## src/rtl/inst_fetch_buffer.sv

```systemverilog
// Circular instruction buffer between dual fetch and dispatch/rename.
// Two-wide push at tail, two-wide pop at head, single-cycle flush.
module inst_fetch_buffer #(
    parameter int DEPTH = 8,
    parameter int ADDR_W = 3,
    localparam int ENTRY_W = 106
) (
    input  logic               clk,
    input  logic               rst,
    input  logic               flush,
    input  logic               in_valid1,
    input  logic               in_valid2,
    input  logic [ENTRY_W-1:0] in_entry1,
    input  logic [ENTRY_W-1:0] in_entry2,
    output logic               in_ready,
    output logic               out_valid1,
    output logic               out_valid2,
    output logic [ENTRY_W-1:0] out_entry1,
    output logic [ENTRY_W-1:0] out_entry2,
    input  logic               pop1,
    input  logic               pop2,
    output logic [ADDR_W:0]    count,
    output logic               protocol_err
);
    typedef logic [ADDR_W-1:0] ptr_t;
    typedef logic [ADDR_W:0]   cnt_t;

    logic [ENTRY_W-1:0] mem [DEPTH];

    ptr_t head, tail;
    ptr_t head1, tail1;
    logic push1_ok, push2_ok;
    logic pop1_ok, pop2_ok;
    cnt_t npush, npop;
    logic err_next;

    // Pointer arithmetic relies on DEPTH == 2**ADDR_W so ptr_t wraps naturally.
    assign head1 = head + ptr_t'(1);
    assign tail1 = tail + ptr_t'(1);

    // Space check uses registered count only; a same-cycle pop never frees room.
    assign in_ready   = (count <= cnt_t'(DEPTH - 2));
    assign out_valid1 = (count != '0);
    assign out_valid2 = (count >= cnt_t'(2));
    assign out_entry1 = mem[head];
    assign out_entry2 = mem[head1];

    always_comb begin
        push1_ok = in_valid1 & in_ready;
        push2_ok = push1_ok & in_valid2;
        pop1_ok  = pop1 & out_valid1;
        pop2_ok  = pop1_ok & pop2 & out_valid2;
        npush    = cnt_t'(push1_ok) + cnt_t'(push2_ok);
        npop     = cnt_t'(pop1_ok) + cnt_t'(pop2_ok);
        err_next = (in_valid1 & ~in_ready)
                 | (in_valid2 & ~in_valid1)
                 | (pop1 & ~out_valid1)
                 | (pop2 & (~pop1 | ~out_valid2));
    end

    // Storage is intentionally not reset; validity comes from count alone.
    always_ff @(posedge clk) begin
        if (!flush) begin
            if (push1_ok) mem[tail]  <= in_entry1;
            if (push2_ok) mem[tail1] <= in_entry2;
        end
    end

    always_ff @(posedge clk or posedge rst) begin
        if (rst) begin
            head         <= '0;
            tail         <= '0;
            count        <= '0;
            protocol_err <= 1'b0;
        end else if (flush) begin
            head         <= '0;
            tail         <= '0;
            count        <= '0;
            protocol_err <= 1'b0;
        end else begin
            head         <= head + ptr_t'(npop);
            tail         <= tail + ptr_t'(npush);
            count        <= count + npush - npop;
            protocol_err <= err_next;
        end
    end
endmodule
```

## config.mk

```make
export PLATFORM = sky130hd
export DESIGN_NAME = inst_fetch_buffer
export DESIGN_NICKNAME = d
export VERILOG_FILES = /design/src/rtl/inst_fetch_buffer.sv
export SDC_FILE = /design/constraint.sdc
export NUM_CORES = 2
export LEC_CHECK = 0
export CORE_MARGIN = 2
export CORE_UTILIZATION = 60
export CTS_BUF_LIST = sky130_fd_sc_hd__clkbuf_8
export DETAILED_ROUTE_END_ITERATION = 7
export GPL_TIMING_DRIVEN = 0
export PLACE_DENSITY = 0.83
export SKIP_CTS_REPAIR_TIMING = 1
export SYNTH_ARGS = -nofsm -noshare
export SYNTH_HDL_FRONTEND = slang
export SYNTH_SLANG_ARGS = --single-unit
```

## constraint.sdc

```tcl
create_clock -name clk -period 7.5 [get_ports clk]
set_input_delay 1.5 -clock clk [delete_from_list [all_inputs] [get_ports clk]]
set_output_delay 1.5 -clock clk [all_outputs]
set_load 0.03 [all_outputs]
```

==> results list <==
* Run status: finished clean
- Net total in the final layout: 3526
- In this run the worst path has a maximum fanout of 10.
* CP Buf/Inv Count: 4
* Comb power frac: 49.3%
* Internal power component: 11.9 mW
* Count of routing violations after the opening detailed-route iteration: 3607
* Unrepaired setup endpoints after global routing: false
* Switching share of power: 37.8%
* R2R Path End: mem[0][82]
* Peak per-stage delay on the critical path: 1060 ps
- Pwr/cell area: 325 mW/mm^2
* Data arrival time of the critical path: 5270 ps
- The first detailed-routing pass took 5 iterations.
- Placed standard-cell area: 0.0560 mm^2
* Startpoint-to-endpoint class of the critical path: flop to primary output
- 439 I/O pins were placed.
- Via count of the first global-routing pass: 32900
* Transition time at the pin with the least slew margin: 1330 ps
- Worst path cell trace: clkbuf_1 > xor2_1 > clkbuf_1 > buf_2 > mux2_2 > clkdlybuf4s50_1
* Die H: 290 um
- Share of synthesized flip-flops with an asynchronous set or reset: 1.28%
- In the routed design, unresolved DRC markers number 0.
- The final hold violation count came to 0.
* Finish-stage setup viols: 0
* Final period demand of the worst path: 6770 ps
* Fill count: 5014
- Total routing resource utilization after global routing: 35.2%
* Worst path slowest cell: xor2_1
- After floorplanning, the core was sized to cover 0.0816 mm^2.
- Sequential share of power: 29.8%
- Synthesis produced 2659 cells.
- The worst path uses 90.3% of the clock period.
- Yosys printed 0 warnings.
* Crit. Startpoint: head[2]
* Routed length per instance: 33.0 um
* Pin count of the biggest net entering global routing: 25
- The first global-routing pass estimated 216000 um of wire.
- Share of cells above drive strength 1: 53.8%
- Sequential cells were found to cover 52.3% of the synthesized design area.
* Die area: 0.0843 mm^2
* Post-Synthesis Net Count: 2893
* Clock sinks: 859
- The top cell type by area accounts for 51.7% of the synthesized area.
- In this run the tightest slew margin relative to its limit is 11.5%.
* Vias after detailed routing: 31400
- The clock network accounts for 20.9% of the total power.
* Internal reg-to-reg setup slack: 3810 ps
* Critical path launch point type: flop
* CTS tree: built
- Most common cell in the netlist: mux2_2
- Cells on worst reg2reg path: 11
* Number of flops mapped to enable cells by yosys: 848
- Relative to the synthesized area, the layout overhead comes to 19.5%.
- Between clock sinks in the finished design, the worst skew comes to 37.8 ps.
- F_max: 148 MHz
- Worst skew pair latency: 810 ps
* Layout Cell Area excl Fill: 0.0588 mm^2
- The average instance in the mapped netlist occupies 18.5 um^2.
- Standard-cell row count: 105
- Post-Route WL: 149000 um
- In this run the worst hold path is classified as flop to flop.
- Post-synth top cells: 1012 x mux2_2, 848 x edfxtp_1, 424 x mux4_2, 83 x buf_2, 78 x clkbuf_1
- STA classifies the critical path endpoint as a primary output.
- The clock tree synthesis step divided the H-tree into 4 levels.
* Number of cells on the worst hold path: 2
- For this configuration, the core starts out at a cell density of 60.3%.
- Port buffer count: 438
- Once detailed placement completed, the half-perimeter wirelength came to 98700 um.
- In this run the static leakage power is 18.9 nW.
- For the worst setup path, the data required time is 6000 ps.
- Aggregate global routing overflow: 0
* Via count normalized by instance count: 6.95
- In this run the most critical hold path is launched from head[0].
* Switching Power: 7.22 mW
- Grouping stages by cell kind, the critical path spends the most delay in buffers and inverters.
* Max-Cap Viols: 0
* Maximum resistive drop on vdd: 0.000283 V
* Flops & latches, synth: 859
* Fin util: 72.1%
- Number of distinct library cells after synthesis: 44
* Worst hold slack after final layout: 675 ps
- DRT antenna net count: 0
* FF-to-FF Start: count[3]
* Largest area contributor in the netlist: edfxtp_1
* Num CTS Buffers: 149
- For hold timing, the worst endpoint is head[0].
- Worst path most repeated cell: clkbuf_1
* Commonest register cell after synthesis: edfxtp_1
- Die width: 290 um
* Synth top area cells: edfxtp_1 52%, mux2_2 23%, mux4_2 19%, mux2_4 1.2%, buf_2 0.84%
* Max-slew violation count: 0
- Maximum buffer depth of the clock tree: 3
* Clock transition at the registers of the reported paths: 60 ps
* Routability-driven placement congestion ratio: 0.831
- Cell at the root of the clock tree: clkbuf_8
- Area of the mapped netlist: 0.0492 mm^2
* Initial antenna violation count: 52
## layout make-up
type                       count  area, um^2  share of cell area [%]
tap                         1070        1340                    2.28
antenna                       45         113                   0.192
sequential                   859       25700                    43.8
timing repair buffer         482        5390                    9.17
multi-input combinational   1569       22500                    38.2
clock inverter               108         586                   0.996
inverter                      16        60.1                   0.102
clock buffer                 152        2090                    3.56
buffer                       215        1030                    1.75
## power by group through the flow
| stage | Sequential, mW | Combinational, mW | Clock [mW] |
|---|---|---|---|
| 3_3_place_gp | 5.85 | 9.13 | 0 |
| 3_5_place_dp | 5.78 | 9.34 | 0 |
| 4_1_cts | 5.68 | 9.40 | 4.01 |
| 6_report | 5.69 | 9.43 | 3.99 |
| 5_1_grt | 5.70 | 9.73 | 4.19 |
| 2_1_floorplan | 5.80 | 5.86 | 0 |
## state kept, by name, indices dropped and copies added, names as in the netlist
register and flops:
mem 848, count 4, head 3, tail 3
protocol_err 1
## through the flow
stage                     total power, mW  std cells   TNS, ps  worst slack (ps)
final                                19.1       4516         0               728
after global routing                 19.6       4509         0               648
after CTS                            19.1       4471         0               777
after detailed placement             15.1       4211         0              1650
after global placement               15.0       4167  -4473800             -5910
after floorplan                      11.7       2659         0              78.5
## logic make-up (layout without fill, tap and decap cells)
| group | count (synthesis) | in the layout | synth area share [%] |
|---|---|---|---|
| mux | 1485 | 1485 | 44.0 |
| flops | 859 | 859 | 52.3 |
| buf+inv | 231 | 973 | 2.21 |
| simple gates | 48 | 48 | 0.679 |
| fa+ha+maj | 15 | 15 | 0.442 |
| compound gates | 14 | 14 | 0.198 |
| xor+xnor | 7 | 7 | 0.178 |
| other cells | 0 | 45 | 0 |
## placed cells by master (no fill, tap or decap), types with 11 or more instances in the layout
cell	count
ha_1	11
mux2_2	1012
inv_1	57
dfrtp_1	11
buf_16	17
buf_1	32
clkinv_2	18
clkbuf_1	78
mux4_2	424
clkinv_1	34
clkbuf_8	152
buf_2	83
diode_2	45
clkdlybuf4s50_1	438
mux2_4	40
buf_12	27
buf_4	13
edfxtp_1	848
## worst register-to-register path, stage by stage, from the launching register on
cell and delay, ps:
dfrtp_1 400, inv_1 130, ha_1 180, and4b_1 180
a31oi_1 50, buf_2 250, or2_2 320, clkbuf_1 390
nor2_4 800, buf_12 270, buf_16 230, buf_16 190
## worst max path at each step
stage                           end  slack (ps)  depth (start not counted)
floorplan                 mem[1][0]          80                          6
global placement         mem[7][92]       -5910                          7
detailed placement  out_entry2[104]        1650                          6
CTS                 out_entry2[104]         780                          6
global route        out_entry2[102]         650                          6
finish              out_entry2[102]         730                          6
## routing by layer
| layer | vias to the layer above | global-route usage [%] | share of wire [%] |
|---|---|---|---|
| met5 | - | 0 | 0.10 |
| met4 | 24 | 19.9 | 5.0 |
| li1 | 12600 | - | - |
| met1 | 16300 | 46.4 | 36 |
| met2 | 2058 | 54.7 | 48 |
| met3 | 425 | 7.82 | 11 |
(Power assumes the default switching activity.)
